==> src/rtl/tri_setup_if.sv <==
// Assembler and rasterizer-facing bundle for the triangle setup stage.
// master drives triangles and accept; slave is the setup stage.
interface tri_setup_if;
  logic        tri_ready;
  logic [95:0] vertex_in0;
  logic [95:0] vertex_in1;
  logic [95:0] vertex_in2;
  logic [95:0] color_in0;
  logic [95:0] color_in1;
  logic [95:0] color_in2;
  logic        dequeue;
  logic        setup_valid;
  logic        setup_accept;
  logic [15:0] bbox_xmin;
  logic [15:0] bbox_xmax;
  logic [15:0] bbox_ymin;
  logic [15:0] bbox_ymax;
  logic [16:0] edge_a0;
  logic [16:0] edge_a1;
  logic [16:0] edge_a2;
  logic [16:0] edge_b0;
  logic [16:0] edge_b1;
  logic [16:0] edge_b2;
  logic [32:0] edge_c0;
  logic [32:0] edge_c1;
  logic [32:0] edge_c2;
  logic [31:0] z_out0;
  logic [31:0] z_out1;
  logic [31:0] z_out2;
  logic [95:0] color_out0;
  logic [95:0] color_out1;
  logic [95:0] color_out2;
  logic [15:0] drop_count;

  modport master (
    output tri_ready, vertex_in0, vertex_in1, vertex_in2,
    output color_in0, color_in1, color_in2, setup_accept,
    input  dequeue, setup_valid,
    input  bbox_xmin, bbox_xmax, bbox_ymin, bbox_ymax,
    input  edge_a0, edge_a1, edge_a2,
    input  edge_b0, edge_b1, edge_b2,
    input  edge_c0, edge_c1, edge_c2,
    input  z_out0, z_out1, z_out2,
    input  color_out0, color_out1, color_out2, drop_count
  );

  modport slave (
    input  tri_ready, vertex_in0, vertex_in1, vertex_in2,
    input  color_in0, color_in1, color_in2, setup_accept,
    output dequeue, setup_valid,
    output bbox_xmin, bbox_xmax, bbox_ymin, bbox_ymax,
    output edge_a0, edge_a1, edge_a2,
    output edge_b0, edge_b1, edge_b2,
    output edge_c0, edge_c1, edge_c2,
    output z_out0, z_out1, z_out2,
    output color_out0, color_out1, color_out2, drop_count
  );
endinterface

==> src/rtl/tri_setup.sv <==
// Triangle setup: edge equations, clipped bbox, winding fix or cull.
// Define CULL_BACKFACE_EN to drop negative-area triangles instead of flipping.
module tri_setup #(
  parameter int SCREEN_W = 640,
  parameter int SCREEN_H = 480
) (
  input logic       clk,
  input logic       rst_n,
  tri_setup_if.slave bus
);

  localparam logic signed [15:0] XMAX = 16'(SCREEN_W - 1);
  localparam logic signed [15:0] YMAX = 16'(SCREEN_H - 1);

  typedef enum logic [2:0] {
    S_REQ, S_EDGE, S_AREA, S_CLIP, S_OUT
  } state_t;

  state_t r_state;
  state_t w_next;

  logic [1:0]               r_k;
  logic signed [15:0]       r_x [3];
  logic signed [15:0]       r_y [3];
  logic [31:0]              r_z [3];
  logic [95:0]              r_col [3];
  logic signed [16:0]       r_a [3];
  logic signed [16:0]       r_b [3];
  logic signed [32:0]       r_c [3];
  logic signed [34:0]       r_area;
  logic signed [15:0]       r_xmin;
  logic signed [15:0]       r_xmax;
  logic signed [15:0]       r_ymin;
  logic signed [15:0]       r_ymax;
  logic                     r_valid;
  logic                     r_deq;
  logic [15:0]              r_drops;

  logic [1:0]               w_j;
  logic signed [31:0]       w_p1;
  logic signed [31:0]       w_p2;
  logic signed [16:0]       w_a;
  logic signed [16:0]       w_b;
  logic signed [32:0]       w_c;
  logic signed [34:0]       w_area;
  logic signed [15:0]       w_cxmin;
  logic signed [15:0]       w_cxmax;
  logic signed [15:0]       w_cymin;
  logic signed [15:0]       w_cymax;
  logic                     w_neg;
  logic                     w_drop;
  logic                     w_unused;

  function automatic logic signed [15:0] min3(
    input logic signed [15:0] a,
    input logic signed [15:0] b,
    input logic signed [15:0] c
  );
    logic signed [15:0] m;
    m = (a < b) ? a : b;
    return (c < m) ? c : m;
  endfunction

  function automatic logic signed [15:0] max3(
    input logic signed [15:0] a,
    input logic signed [15:0] b,
    input logic signed [15:0] c
  );
    logic signed [15:0] m;
    m = (a > b) ? a : b;
    return (c > m) ? c : m;
  endfunction

  assign w_unused = ^{bus.vertex_in0[79:64], bus.vertex_in0[47:32],
                      bus.vertex_in1[79:64], bus.vertex_in1[47:32],
                      bus.vertex_in2[79:64], bus.vertex_in2[47:32]};

  // Edge k against its successor vertex, area sum and clamped bbox.
  always_comb begin
    w_j    = (r_k == 2'd2) ? 2'd0 : r_k + 2'd1;
    w_a    = {r_y[r_k][15], r_y[r_k]} - {r_y[w_j][15], r_y[w_j]};
    w_b    = {r_x[w_j][15], r_x[w_j]} - {r_x[r_k][15], r_x[r_k]};
    w_p1   = r_x[r_k] * r_y[w_j];
    w_p2   = r_x[w_j] * r_y[r_k];
    w_c    = {w_p1[31], w_p1} - {w_p2[31], w_p2};
    w_area = {{2{r_c[0][32]}}, r_c[0]}
           + {{2{r_c[1][32]}}, r_c[1]}
           + {{2{r_c[2][32]}}, r_c[2]};
    w_cxmin = (r_xmin < 16'sd0) ? 16'sd0 : r_xmin;
    w_cymin = (r_ymin < 16'sd0) ? 16'sd0 : r_ymin;
    w_cxmax = (r_xmax > XMAX) ? XMAX : r_xmax;
    w_cymax = (r_ymax > YMAX) ? YMAX : r_ymax;
    w_neg   = r_area[34];
    w_drop  = (r_area == 35'sd0)
            || (w_cxmin > w_cxmax)
            || (w_cymin > w_cymax);
`ifdef CULL_BACKFACE_EN
    w_drop  = w_drop || w_neg;
`endif
  end

  // State register.
  always_ff @(posedge clk or negedge rst_n) begin
    if (!rst_n) r_state <= S_REQ;
    else        r_state <= w_next;
  end

  // Next-state selection.
  always_comb begin
    w_next = r_state;
    unique case (r_state)
      S_REQ:   if (bus.tri_ready) w_next = S_EDGE;
      S_EDGE:  if (r_k == 2'd2) w_next = S_AREA;
      S_AREA:  w_next = S_CLIP;
      S_CLIP:  w_next = w_drop ? S_REQ : S_OUT;
      S_OUT:   if (bus.setup_accept) w_next = S_REQ;
      default: w_next = S_REQ;
    endcase
  end

  // Datapath: capture, per-edge compute, bbox, clip decision, handshake.
  always_ff @(posedge clk or negedge rst_n) begin
    if (!rst_n) begin
      r_k     <= '0;
      r_area  <= '0;
      r_xmin  <= '0;
      r_xmax  <= '0;
      r_ymin  <= '0;
      r_ymax  <= '0;
      r_valid <= 1'b0;
      r_deq   <= 1'b0;
      r_drops <= '0;
      for (int i = 0; i < 3; i++) begin
        r_x[i]   <= '0;
        r_y[i]   <= '0;
        r_z[i]   <= '0;
        r_col[i] <= '0;
        r_a[i]   <= '0;
        r_b[i]   <= '0;
        r_c[i]   <= '0;
      end
    end else begin
      unique case (r_state)
        S_REQ: begin
          if (bus.tri_ready) begin
            r_x[0]   <= bus.vertex_in0[95:80];
            r_x[1]   <= bus.vertex_in1[95:80];
            r_x[2]   <= bus.vertex_in2[95:80];
            r_y[0]   <= bus.vertex_in0[63:48];
            r_y[1]   <= bus.vertex_in1[63:48];
            r_y[2]   <= bus.vertex_in2[63:48];
            r_z[0]   <= bus.vertex_in0[31:0];
            r_z[1]   <= bus.vertex_in1[31:0];
            r_z[2]   <= bus.vertex_in2[31:0];
            r_col[0] <= bus.color_in0;
            r_col[1] <= bus.color_in1;
            r_col[2] <= bus.color_in2;
            r_deq    <= 1'b0;
            r_k      <= 2'd0;
          end else begin
            r_deq    <= 1'b1;
          end
        end
        S_EDGE: begin
          r_a[r_k] <= w_a;
          r_b[r_k] <= w_b;
          r_c[r_k] <= w_c;
          r_k      <= r_k + 2'd1;
        end
        S_AREA: begin
          r_area <= w_area;
          r_xmin <= min3(r_x[0], r_x[1], r_x[2]);
          r_xmax <= max3(r_x[0], r_x[1], r_x[2]);
          r_ymin <= min3(r_y[0], r_y[1], r_y[2]);
          r_ymax <= max3(r_y[0], r_y[1], r_y[2]);
        end
        S_CLIP: begin
          r_xmin <= w_cxmin;
          r_xmax <= w_cxmax;
          r_ymin <= w_cymin;
          r_ymax <= w_cymax;
          if (w_drop) begin
            r_drops <= r_drops + 16'd1;
            r_deq   <= 1'b1;
          end else begin
            r_valid <= 1'b1;
            if (w_neg) begin
              for (int i = 0; i < 3; i++) begin
                r_a[i] <= -r_a[i];
                r_b[i] <= -r_b[i];
                r_c[i] <= -r_c[i];
              end
            end
          end
        end
        S_OUT: begin
          if (bus.setup_accept) begin
            r_valid <= 1'b0;
            r_deq   <= 1'b1;
          end
        end
        default: ;
      endcase
    end
  end

  // Drive the bundle from held registers.
  always_comb begin
    bus.dequeue     = r_deq;
    bus.setup_valid = r_valid;
    bus.bbox_xmin   = r_xmin;
    bus.bbox_xmax   = r_xmax;
    bus.bbox_ymin   = r_ymin;
    bus.bbox_ymax   = r_ymax;
    bus.edge_a0     = r_a[0];
    bus.edge_a1     = r_a[1];
    bus.edge_a2     = r_a[2];
    bus.edge_b0     = r_b[0];
    bus.edge_b1     = r_b[1];
    bus.edge_b2     = r_b[2];
    bus.edge_c0     = r_c[0];
    bus.edge_c1     = r_c[1];
    bus.edge_c2     = r_c[2];
    bus.z_out0      = r_z[0];
    bus.z_out1      = r_z[1];
    bus.z_out2      = r_z[2];
    bus.color_out0  = r_col[0];
    bus.color_out1  = r_col[1];
    bus.color_out2  = r_col[2];
    bus.drop_count  = r_drops;
  end

endmodule

==> src/flat_wrapper.sv <==
// flat-port wrapper written by rule: the top's interface ports become plain ports
module tri_setup_flat 
#(
  parameter int SCREEN_W = 640,
  parameter int SCREEN_H = 480
)
  (clk, rst_n, bus_tri_ready, bus_vertex_in0, bus_vertex_in1, bus_vertex_in2, bus_color_in0, bus_color_in1, bus_color_in2, bus_setup_accept, bus_dequeue, bus_setup_valid, bus_bbox_xmin, bus_bbox_xmax, bus_bbox_ymin, bus_bbox_ymax, bus_edge_a0, bus_edge_a1, bus_edge_a2, bus_edge_b0, bus_edge_b1, bus_edge_b2, bus_edge_c0, bus_edge_c1, bus_edge_c2, bus_z_out0, bus_z_out1, bus_z_out2, bus_color_out0, bus_color_out1, bus_color_out2, bus_drop_count);
  tri_setup_if bus_i ();
  input logic clk;
  input logic rst_n;
  input wire logic [$bits(bus_i.tri_ready)-1:0] bus_tri_ready;
  input wire logic [$bits(bus_i.vertex_in0)-1:0] bus_vertex_in0;
  input wire logic [$bits(bus_i.vertex_in1)-1:0] bus_vertex_in1;
  input wire logic [$bits(bus_i.vertex_in2)-1:0] bus_vertex_in2;
  input wire logic [$bits(bus_i.color_in0)-1:0] bus_color_in0;
  input wire logic [$bits(bus_i.color_in1)-1:0] bus_color_in1;
  input wire logic [$bits(bus_i.color_in2)-1:0] bus_color_in2;
  input wire logic [$bits(bus_i.setup_accept)-1:0] bus_setup_accept;
  output wire logic [$bits(bus_i.dequeue)-1:0] bus_dequeue;
  output wire logic [$bits(bus_i.setup_valid)-1:0] bus_setup_valid;
  output wire logic [$bits(bus_i.bbox_xmin)-1:0] bus_bbox_xmin;
  output wire logic [$bits(bus_i.bbox_xmax)-1:0] bus_bbox_xmax;
  output wire logic [$bits(bus_i.bbox_ymin)-1:0] bus_bbox_ymin;
  output wire logic [$bits(bus_i.bbox_ymax)-1:0] bus_bbox_ymax;
  output wire logic [$bits(bus_i.edge_a0)-1:0] bus_edge_a0;
  output wire logic [$bits(bus_i.edge_a1)-1:0] bus_edge_a1;
  output wire logic [$bits(bus_i.edge_a2)-1:0] bus_edge_a2;
  output wire logic [$bits(bus_i.edge_b0)-1:0] bus_edge_b0;
  output wire logic [$bits(bus_i.edge_b1)-1:0] bus_edge_b1;
  output wire logic [$bits(bus_i.edge_b2)-1:0] bus_edge_b2;
  output wire logic [$bits(bus_i.edge_c0)-1:0] bus_edge_c0;
  output wire logic [$bits(bus_i.edge_c1)-1:0] bus_edge_c1;
  output wire logic [$bits(bus_i.edge_c2)-1:0] bus_edge_c2;
  output wire logic [$bits(bus_i.z_out0)-1:0] bus_z_out0;
  output wire logic [$bits(bus_i.z_out1)-1:0] bus_z_out1;
  output wire logic [$bits(bus_i.z_out2)-1:0] bus_z_out2;
  output wire logic [$bits(bus_i.color_out0)-1:0] bus_color_out0;
  output wire logic [$bits(bus_i.color_out1)-1:0] bus_color_out1;
  output wire logic [$bits(bus_i.color_out2)-1:0] bus_color_out2;
  output wire logic [$bits(bus_i.drop_count)-1:0] bus_drop_count;
  assign bus_i.tri_ready = bus_tri_ready;
  assign bus_i.vertex_in0 = bus_vertex_in0;
  assign bus_i.vertex_in1 = bus_vertex_in1;
  assign bus_i.vertex_in2 = bus_vertex_in2;
  assign bus_i.color_in0 = bus_color_in0;
  assign bus_i.color_in1 = bus_color_in1;
  assign bus_i.color_in2 = bus_color_in2;
  assign bus_i.setup_accept = bus_setup_accept;
  assign bus_dequeue = bus_i.dequeue;
  assign bus_setup_valid = bus_i.setup_valid;
  assign bus_bbox_xmin = bus_i.bbox_xmin;
  assign bus_bbox_xmax = bus_i.bbox_xmax;
  assign bus_bbox_ymin = bus_i.bbox_ymin;
  assign bus_bbox_ymax = bus_i.bbox_ymax;
  assign bus_edge_a0 = bus_i.edge_a0;
  assign bus_edge_a1 = bus_i.edge_a1;
  assign bus_edge_a2 = bus_i.edge_a2;
  assign bus_edge_b0 = bus_i.edge_b0;
  assign bus_edge_b1 = bus_i.edge_b1;
  assign bus_edge_b2 = bus_i.edge_b2;
  assign bus_edge_c0 = bus_i.edge_c0;
  assign bus_edge_c1 = bus_i.edge_c1;
  assign bus_edge_c2 = bus_i.edge_c2;
  assign bus_z_out0 = bus_i.z_out0;
  assign bus_z_out1 = bus_i.z_out1;
  assign bus_z_out2 = bus_i.z_out2;
  assign bus_color_out0 = bus_i.color_out0;
  assign bus_color_out1 = bus_i.color_out1;
  assign bus_color_out2 = bus_i.color_out2;
  assign bus_drop_count = bus_i.drop_count;
  tri_setup #(.SCREEN_W(SCREEN_W), .SCREEN_H(SCREEN_H)) u_core (.clk(clk), .rst_n(rst_n), .bus(bus_i));
endmodule
==> config.mk <==
export PLATFORM = sky130hd
export DESIGN_NAME = tri_setup_flat
export DESIGN_NICKNAME = d
export VERILOG_FILES = /design/src/rtl/tri_setup_if.sv /design/src/rtl/tri_setup.sv /design/src/flat_wrapper.sv
export SDC_FILE = /design/constraint.sdc
export NUM_CORES = 2
export LEC_CHECK = 0
export ABC_CLOCK_PERIOD_IN_PS = 12600
export CORE_AREA = 2 2 492 494
export CTS_BUF_LIST = sky130_fd_sc_hd__clkbuf_4 sky130_fd_sc_hd__clkbuf_8
export CTS_CLUSTER_SIZE = 24
export DETAILED_ROUTE_END_ITERATION = 8
export DIE_AREA = 0 0 494 496
export PLACE_DENSITY = 0.46
export SYNTH_ARGS = -nofsm -noshare
export SYNTH_HDL_FRONTEND = slang
export SYNTH_SLANG_ARGS = --single-unit
==> constraint.sdc <==
create_clock -name clk -period 12.6 [get_ports clk]
set_clock_uncertainty 0.15 [all_clocks]
set_input_delay 1.26 -clock clk [delete_from_list [all_inputs] [get_ports clk]]
set_output_delay 1.26 -clock clk [all_outputs]
set_load 0.02 [all_outputs]
==> metrics <==
status finished, final reports clean; Critical Path Source Type flop; initial antenna violation count 62; Slew HR 0.199; Post-Synth Simple-Gate Area 0.120; Setup crit end kind flop; grt total ovfl 0; Initial Utilization 0.269; final hold violations 0; HPWL Detailed 248 mm; Most Crowded Layer GR met2; setup TNS 0 ns; crit path kind flop to flop; CP Max Fanout 33; Final Non-Filler Cells 11100; met3 GRT Util 0.0590; Max Cap Violations 0; Die W 494 um; clk buf depth 3; Post-Synth Adder-Cell Area 0.261; CP max stage cell xor2_1; post-placement cell count 10800; syn nets 8177; Main synth FF type dfrtp_1; core area 0.240 mm2; sequential area share after synthesis 0.312; most frequent CP cell fa_1; RSZ-0062 raised after global routing false; CTS resizes 0; dominant cell type by area after synthesis dfrtp_1; CTS tree done; most frequent cell after synthesis inv_1; Total Routing Usage GR 0.242; layout cells sized above 1 0.115; critical path required time 13.33 ns; Setup Viol. Count Final 0; Yosys top cell area share 0.312; fraction of registers with async set/reset 1.00; fin crit share 0.885; first-pass GRT wire length 428 mm; Synth area leaders dfrtp_1 31%, fa_1 18%, ha_1 7.7%, mux2_2 7.3%, inv_1 5.0%; First-pass DRT Iterations 7; syn avg cell area 9.76 um2; Syn Inst Count 6606; Worst Hold Class primary input to asynchronous set/reset pin; critical path's top delay family adder cells; DIE AREA 0.245 mm2; DR iter-0 viols 4093; register bit total from synthesis 803; XOR/XNOR Fraction of Synth Area 0.0200; Slowest Stage Delay on Critical Path 0.77 ns; H-tree depth 4; number of global-route vias before repair 56700; commonest cells in the netlist 856 x inv_1, 803 x dfrtp_1, 627 x nor2_1, 593 x fa_1, 485 x nand2_1; M1 GR Usage 0.303; Final ANT Viol Nets 0; fillers 24500; Worst-Skew Late Latency 1.00 ns; DR vias 55700; DR WL/cell 27.3 um; worst slew pin tran 1.20 ns; total clock buffers created by CTS 162; pin count of the biggest net entering global routing 179; number of synthesized flops with an enable pin 0; WP buf/inv 9; CTS Hold Bufs 0; clk slew on worst S/H paths 0.06 ns; Remaining DRCs 0; worst endpoint data arrival time 11.88 ns; Tmin final 11.15 ns; clock root cell clkbuf_8; main combinational cell family by area after synthesis adder cells; Fmax 0.0897 GHz; Port Buffers 1150; Compound-Gate Fraction of Synth Area 0.121; Via density 5.02; Die Span Y 496 um; Multi-input gate area 0.0403 mm2; GR Util met2 0.408; mux cell area share after synthesis 0.0990; synth unique cells 76; I/O pin count 1247; area grow syn2layout 30.0%; Ys Warns 0; # clock sinks 803; Slew Viols, Final 0; Rows 180; Setup Buffers After CTS 0; flop2flop setup slack 1.45 ns; Final Net Count 9336; area taken by flip-flops and latches 0.0201 mm2; GP Congestion 0.925; WL final 303 mm; Synth Cell Area 0.0645 mm2
## worst register-to-register path, delay by kind of cell (launching register included)
kind | cells | cell delay (ns)
fa+ha+maj | 10 | 5.18
compound gates | 8 | 2.23
buf+inv | 9 | 1.76
xor+xnor | 1 | 0.77
flops | 1 | 0.40
simple gates | 2 | 0.40
mux | 1 | 0.22
## through the flow
stage	instance area, um2	hold slack [ns]	worst slack [ns]	util
5_1_grt	83800	0.0895	0.934	0.350
6_report	83800	0.133	1.45	0.350
4_1_cts	83700	0.0668	1.46	0.349
3_5_place_dp	80100	0.313	1.46	0.334
2_1_floorplan	64500	0.297	2.61	-
3_3_place_gp	80100	0.311	1.47	0.334
## cell families after synthesis
kind of cell / after synthesis
multiplexers: 585
XOR/XNOR: 147
adder cells (fa/ha/maj): 991
AO/OA/AOI/OAI: 1228
buffers and inverters: 1147
flip-flops: 803
AND/OR/NAND/NOR: 1705
## registers in the layout (all words and copies together), names as in the netlist, 33 cells and up
signal,flops
u_core.bus.color_out0,96
u_core.bus.color_out1,96
u_core.bus.color_out2,96
u_core.bus.edge_c0,33
u_core.bus.edge_c1,33
u_core.bus.edge_c2,33
u_core.r_area,35
u_core.r_x,48
u_core.r_y,48
## layout by cell type, fill, tap and decap left out, types with 28 or more instances in the layout
master           instances
a21o_1                  84
a21oi_1                267
a221o_1                 28
a22o_1                  61
buf_4                  113
clkbuf_4                54
clkbuf_8               191
clkdlybuf4s50_1       1149
dfrtp_1                802
diode_2                 30
fa_1                   593
ha_1                   396
inv_1                  856
mux2_2                 420
mux2i_1                165
nand2_1                483
nand2b_1                60
nand3_1                 73
nand4_1                 36
nor2_1                 622
nor2b_1                 63
nor3_1                 148
nor4_1                  44
o21a_1                  46
o21ai_0                395
o32a_1                  33
or3_1                   57
xnor2_1                101
xor2_1                  46
## routing by layer
metal / routed length, um / share of wire
met4: 10300 / 0.034
met1: 123000 / 0.41
met5: 238 / 0.00079
met2: 145000 / 0.48
met3: 23900 / 0.079
## cell type report
cell class	count	share of cell area
Tap cell	3185	0.0475
Clock inverter	44	0.00675
Antenna cell	30	0.000896
Timing Repair Buffer	1268	0.149
Multi-Input combinational cell	4656	0.481
Inverter	874	0.0391
Sequential cell	803	0.240
Clock buffer	245	0.0362
## worst paths after layout
check                                                   endpoint  cells past startpoint                                   from
setup / recovery              u_core.bus.edge_c1[30]$_DFFE_PN0P_                     31              u_core.r_k[0]$_DFFE_PN0P_
hold / removal               u_core.bus.bbox_ymax[5]$_DFFE_PN0N_                      1                                  rst_n
setup reg to reg              u_core.bus.edge_c1[30]$_DFFE_PN0P_                     31              u_core.r_k[0]$_DFFE_PN0P_
hold reg to reg            u_core.bus.drop_count[15]$_DFFE_PN0P_                      1  u_core.bus.drop_count[15]$_DFFE_PN0P_
max in group asynchronous     u_core.bus.edge_b2[12]$_DFFE_PN0P_                      4                                  rst_n
min in group clk           u_core.bus.drop_count[15]$_DFFE_PN0P_                      1  u_core.bus.drop_count[15]$_DFFE_PN0P_
Power is not shown: default switching activity piles up to over one toggle a cycle in this logic, so the estimate is an artifact.
